$ cat config.mk
export PLATFORM = sky130hd
export DESIGN_NAME = cacheline_arbiter
export DESIGN_NICKNAME = d
export VERILOG_FILES = /design/src/rtl/mem_arb_pkg.sv /design/src/rtl/line_beat_buffer.sv /design/src/rtl/cacheline_arbiter.sv
export SDC_FILE = /design/constraint.sdc
export NUM_CORES = 1
export LEC_CHECK = 0
export BUFFER_PORTS_ARGS = -buffer_cell sky130_fd_sc_hd__buf_2
export CELL_PAD_IN_SITES_DETAIL_PLACEMENT = 1
export CELL_PAD_IN_SITES_GLOBAL_PLACEMENT = 2
export CORE_AREA = 2 2 392 394
export CTS_BUF_LIST = sky130_fd_sc_hd__clkbuf_16
export DETAILED_ROUTE_END_ITERATION = 8
export DIE_AREA = 0 0 394 396
export PLACE_DENSITY = 0.54
export SYNTH_ARGS = -nofsm -noshare
export SYNTH_HDL_FRONTEND = slang
export SYNTH_HIERARCHICAL = 1
export SYNTH_SLANG_ARGS = --single-unit
export TNS_END_PERCENT = 1
$ cat constraint.sdc
create_clock -name clk -period 2.4 [get_ports clk]
set_clock_uncertainty 0.1 [all_clocks]
set_input_delay 0.24 -clock clk [delete_from_list [all_inputs] [get_ports clk]]
set_output_delay 0.24 -clock clk [all_outputs]
set_load 0.005 [all_outputs]
$ cat src/rtl/mem_arb_pkg.sv
// Shared types and sizing for the cacheline arbiter between the icache/dcache
// and the single 64-bit burst memory port.
package mem_arb_pkg;

    localparam int LINE_BITS = 256;
    localparam int BEAT_BITS = 64;
    localparam int BEATS     = LINE_BITS / BEAT_BITS;
    localparam int CNT_BITS  = $clog2(BEATS);

    typedef enum logic [2:0] {
        IDLE,
        I_RD,
        D_RD,
        D_WR,
        DONE
    } arb_state_t;

    typedef enum logic {
        ICACHE = 1'b0,
        DCACHE = 1'b1
    } grant_t;

endpackage

$ cat src/rtl/line_beat_buffer.sv
// Holds one cacheline plus the beat counter; assembles read bursts beat by beat
// and presents the current write beat from a latched line.
module line_beat_buffer
    import mem_arb_pkg::*;
(
    input  logic                 clk,
    input  logic                 rst,
    input  logic                 load_line,
    input  logic [LINE_BITS-1:0] line_in,
    input  logic                 clear,
    input  logic                 beat_en,
    input  logic                 capture,
    input  logic [BEAT_BITS-1:0] beat_in,
    output logic [BEAT_BITS-1:0] beat_out,
    output logic                 last_beat,
    output logic [LINE_BITS-1:0] line_out
);

    logic [LINE_BITS-1:0] line;
    logic [CNT_BITS-1:0]  cnt;

    // NOTE: the line register is reset too, so the rdata outputs read 0 out of reset.
    always_ff @(posedge clk or negedge rst) begin
        if (!rst) begin
            line <= '0;
            cnt  <= '0;
        end else begin
            if (load_line)
                line <= line_in;
            else if (beat_en && capture)
                line[BEAT_BITS*cnt +: BEAT_BITS] <= beat_in;

            if (clear)
                cnt <= '0;
            else if (beat_en)
                cnt <= cnt + 1'b1;
        end
    end

    assign beat_out  = line[BEAT_BITS*cnt +: BEAT_BITS];
    assign last_beat = (cnt == CNT_BITS'(BEATS - 1));
    assign line_out  = line;

endmodule

$ cat src/rtl/cacheline_arbiter.sv
// Round-robin arbiter sharing one 64-bit burst memory port between the
// instruction and data caches; each grant moves one whole line in 4 beats.
module cacheline_arbiter
    import mem_arb_pkg::*;
(
    input  logic                 clk,
    input  logic                 rst,
    input  logic                 i_read,
    input  logic [31:0]          i_addr,
    output logic [LINE_BITS-1:0] i_rdata,
    output logic                 i_resp,
    input  logic                 d_read,
    input  logic                 d_write,
    input  logic [31:0]          d_addr,
    input  logic [LINE_BITS-1:0] d_wdata,
    output logic [LINE_BITS-1:0] d_rdata,
    output logic                 d_resp,
    output logic                 mem_read,
    output logic                 mem_write,
    output logic [31:0]          mem_addr,
    output logic [BEAT_BITS-1:0] mem_wdata,
    input  logic [BEAT_BITS-1:0] mem_rdata,
    input  logic                 mem_resp
);

    arb_state_t           state, next_state;
    grant_t               last_grant, pick;
    logic                 i_req, d_req, grant_fire;
    logic                 in_xfer, in_read, last_beat;
    logic [LINE_BITS-1:0] line_out;
    logic                 unused_addr_bits;

    assign i_req      = i_read;
    assign d_req      = d_read | d_write;
    assign grant_fire = (state == IDLE) && (i_req || d_req);
    assign in_read    = (state == I_RD) || (state == D_RD);
    assign in_xfer    = in_read || (state == D_WR);

    // Tie goes to whichever cache was not served last.
    always_comb begin
        if (i_req && d_req)
            pick = (last_grant == ICACHE) ? DCACHE : ICACHE;
        else if (d_req)
            pick = DCACHE;
        else
            pick = ICACHE;
    end

    // NOTE: non-blocking assignments for all registered state.
    always_ff @(posedge clk or negedge rst) begin
        if (!rst)
            state <= IDLE;
        else
            state <= next_state;
    end

    // NOTE: default assignment first so no path leaves next_state unassigned.
    always_comb begin
        next_state = state;
        unique case (state)
            IDLE: begin
                if (grant_fire) begin
                    if (pick == ICACHE)
                        next_state = I_RD;
                    else
                        next_state = d_write ? D_WR : D_RD;
                end
            end
            I_RD, D_RD, D_WR: begin
                if (mem_resp && last_beat)
                    next_state = DONE;
            end
            DONE:    next_state = IDLE;
            default: next_state = IDLE;
        endcase
    end

    always_comb begin
        mem_read  = (state == I_RD) || (state == D_RD);
        mem_write = (state == D_WR);
        i_resp    = (state == DONE) && (last_grant == ICACHE);
        d_resp    = (state == DONE) && (last_grant == DCACHE);
    end

    // last_grant doubles as the owner of the burst in flight.
    always_ff @(posedge clk or negedge rst) begin
        if (!rst) begin
            mem_addr   <= '0;
            last_grant <= ICACHE;
        end else if (grant_fire) begin
            mem_addr   <= (pick == ICACHE) ? {i_addr[31:5], 5'b0} : {d_addr[31:5], 5'b0};
            last_grant <= pick;
        end
    end

    line_beat_buffer u_buf (
        .clk       (clk),
        .rst       (rst),
        .load_line (grant_fire && (pick == DCACHE) && d_write),
        .line_in   (d_wdata),
        .clear     (grant_fire),
        .beat_en   (in_xfer && mem_resp),
        .capture   (in_read),
        .beat_in   (mem_rdata),
        .beat_out  (mem_wdata),
        .last_beat (last_beat),
        .line_out  (line_out)
    );

    assign i_rdata = line_out;
    assign d_rdata = line_out;

    assign unused_addr_bits = ^{i_addr[4:0], d_addr[4:0]};

endmodule

==> results.toml <==
[logic_synthesis]
top_flip_flop_cell_by_instance_count_after_synthesis = "dfrtp_1"
yosysTopAreaCellShare = 0.4225
seq_area_frac_synth = 0.4225
yosys_warnings = 6
synth_seq_cells = 289
synth.top_cells.by_area = "dfrtp_1 (42%), buf_4 (12%), mux4_2 (8.4%)"
synth_async_sr_flop_share = 1.000
yosys-top-cells-count = "dfrtp_1 (289), buf_4 (274), a21oi_1 (168), a22o_1 (89), a21o_1 (88)"
cell_type_contributing_the_most_total_cell_area_after_synthesis = "dfrtp_1"
post_synth.cell_area_avg_um2 = 11.18
synth-edff-count = 0
number_of_instances_in_the_synthesized_netlist = 1531
yosysUniqueCellTypes = 45
yosysMostFrequentCell = "dfrtp_1"
syn_area_um2 = 17120

[sta]
setup-tns-final_ps = -5127
setup_slack_ps = -196.0
max_slew.worst_pin.slew_ps = 660.8
timing.final.crit_share = 1.082
final_hold_violation_count = 0
final_period_minus_worst_setup_slack_ps = 2596
grt_setup_unrepaired = "true"
slew_violations = 0
slew_headroom = 0.5595
timing.final.setup_violations = 60
max_freq_mhz = 385.2

[layout]
drive_gt1_frac = 0.5043
fillerInstances = 17730
non_filler_cells_final = 4732
area_delta_synth_final_pct = 68.16
finalInstanceArea_um2 = 28790
final_net_count = 3060
final_core_util = 0.1900

[setup_path]
cp_max_fo = 5
worst_path_largest_cell_delay_ps = 520
setup.worst_path.start_class = "flip-flop"
critPathKind = "flip-flop to output pin"
worst_r2r_endpoint = "mem_addr[13]$_DFFE_PN0P_"
critPathCaptureType = "output pin"
crit_path_start = "u_buf/cnt[0]$_DFFE_PN0P_"
rrSetupSlack_ps = 60
end_point_of_the_critical_path = "mem_wdata[33]"
r2r_cells = 6
critPathSlowestCell = "mux4_2"
critical_path.cell_chain = "buf_12, buf_16, buf_6, mux4_2, buf_6"
critPathArrivalTime_ps = 2260
crit_top_cell = "buf_6"
crit-reg2reg-launch = "last_grant$_DFFE_PN0P_"
crit_required_ps = 2060

[pwr]
power.density_cell_area_nw_per_um2 = 1310
p_leak_nw = 14.01
net-switching-power_mw = 16.82
ir_worst_vdd_mv = 0.4439
fin_total_pwr_mw = 37.71
seq_power_share = 0.288
clock_power_share = 0.163
switching_power_share_of_the_total = 0.4460
comb_power_share = 0.549
power_report.internal_total_mw = 20.89

[grt]
grt_antenna_before_repair = 24
grt_use_total = 0.1527
grt.overflow.total = 0
pin_count_of_the_biggest_net_entering_global_routing = 60
first_global_vias = 18830
grt_pass1_wl_um = 166500

[die]
die_x_um = 394
initial_core_util = 0.1130
die_h_um = 396
core_area_um2 = 151500
io_pins = 1002
dieArea_um2 = 156000
rows = 143

[cts]
root_buffer = "clkbuf_16"
cts_num_sinks = 289
clkLatencyLatePin_ps = 610
cts_made_buffers = 43
clk_transition_reported_paths_ps = 60
clk_path_buf_depth = 3
ctsHtreeMaxLevel = 2
cts_tree = "done"

[drt]
drt-pass1-iter-count = 5
routed_via_count_divided_by_cell_count = 3.774
vias = 17860
drt-initial-drc-count = 968
final_antenna_net_count = 0
detail_route.wirelength_um = 123600
post_drt_wl_per_cell_um = 26.11
route.detailed.drc = 0

[placed_design]
hpwl_after_detailed_placement_um = 95500
place_area_um2 = 23420
gp_congestion = 0.8480
numPlacedInstances = 4264
buffer_ports.inserted = 986

[job]
maxCapViolCount = 0

[min_path]
hold_path.class = "input port to flip-flop"

[run_status]
violations_in_the_final_reports = "negative setup slack"
outcome = "complete, but fails checks"
## power groups by stage
stage                     Sequential (mW)  Clock, mW  Combinational (mW)
after floorplan                      9.31          0                11.0
after global placement               10.9          0                19.8
after detailed placement             10.9          0                19.9
after CTS                            10.9       6.41                21.2
after global routing                 11.2       6.55                22.2
final                                10.9       6.15                20.7
## registers in the layout (all words and copies together), names as in the netlist
name / cells
last_grant: 1
mem_addr: 27
state: 3
u_buf/cnt: 2
u_buf/line_out: 256
## how the worst min path moves through the flow
stage          startpoint                              end  slack, ps  cells past startpoint
6_report           d_read           last_grant$_DFFE_PN0P_         70                      3
5_1_grt            d_read           last_grant$_DFFE_PN0P_         50                      3
4_1_cts            d_read           last_grant$_DFFE_PN0P_         10                      3
3_5_place_dp          rst  u_buf/line_out[142]$_DFFE_PN0P_        150                      1
3_3_place_gp          rst  u_buf/line_out[142]$_DFFE_PN0P_        160                      1
2_1_floorplan         rst           last_grant$_DFFE_PN0P_       -160                      0
## layer usage
layer / up-vias / GRT usage / part of all wire
met5: - / 0 / 0.00057
li1: 7734 / - / -
met1: 9307 / 0.1975 / 0.43
met2: 689 / 0.2641 / 0.50
met3: 119 / 0.02840 / 0.053
met4: 10 / 0.02990 / 0.017
## cells by family (layout without fill, tap and decap cells)
logic type               after synthesis  in the layout  share of synthesized area
XOR/XNOR                               2              2                   0.001023
flip-flops                           289            289                     0.4225
buffers and inverters                397           1555                     0.1536
other                                  1             14                  0.0002191
adder cells (fa/ha/maj)                5              5                   0.003654
AND/OR/NAND/NOR                      259            259                    0.08983
AO/OA/AOI/OAI                        459            459                     0.2012
multiplexers                         119            119                     0.1280
## worst max-delay path, delay by kind of cell (launching register included)
kind	cells	cell delay, ps
buf+inv	4	610
flops	1	490
mux	1	520
## timing repair
| action | in CTS | in global routing |
|---|---|---|
| resized for setup | 31 | 17 |
| buffers inserted | 6 | 1 |
| endpoints found under the hold margin | 471 | 0 |
| cloned | 2 | 0 |
| hold buffers | 379 | 0 |
| pin swaps | 4 | 7 |
| endpoints found under the setup margin | 123 | 125 |
## layout by cell type (no fill, tap or decap), types with 3 or more instances in the layout
cell | Yosys | layout
buf_2 | 21 | 970
dlygate4sd3_1 | 0 | 375
dfrtp_1 | 289 | 285
a21oi_1 | 168 | 168
a22o_1 | 89 | 89
a21o_1 | 88 | 88
buf_4 | 274 | 70
mux4_2 | 64 | 64
nand4_1 | 64 | 64
and2_1 | 65 | 64
nor2b_1 | 65 | 63
a221o_2 | 60 | 60
nor2_1 | 47 | 47
clkbuf_16 | 0 | 44
a32oi_1 | 40 | 40
buf_12 | 0 | 37
mux2_4 | 35 | 35
mux2_2 | 16 | 16
buf_6 | 11 | 16
inv_1 | 2 | 14
diode_2 | 0 | 9
clkinv_1 | 0 | 6
conb_1 | 1 | 5
clkinv_2 | 0 | 5
and3_4 | 0 | 4
buf_16 | 0 | 4
dlymetal6s4s_1 | 0 | 4
a221o_1 | 4 | 4
mux2_1 | 3 | 3
buf_8 | 0 | 3
a31oi_4 | 0 | 3
## per-stage QoR
step	setup WS, ps	hold slack, ps
floorplan	17.36	-155.6
global placement	-104.3	160.0
detailed placement	-150.7	152.1
CTS	-294.4	12.14
global route	-251.9	49.67
finish	-196.0	72.29
## layout make-up
type / instances / area [um^2] / area share
Clock inverter: 29 / 188.9 / 0.006563
Multi-Input combinational cell: 849 / 7416 / 0.2576
Tap cell: 2030 / 2540 / 0.08823
Inverter: 3 / 16.27 / 0.0005650
Clock buffer: 44 / 1101 / 0.03825
Antenna cell: 9 / 22.52 / 0.0007824
Timing Repair Buffer: 1479 / 10260 / 0.3564
Sequential cell: 289 / 7242 / 0.2516
No activity file was read; power rests on OpenSTA's default activity.
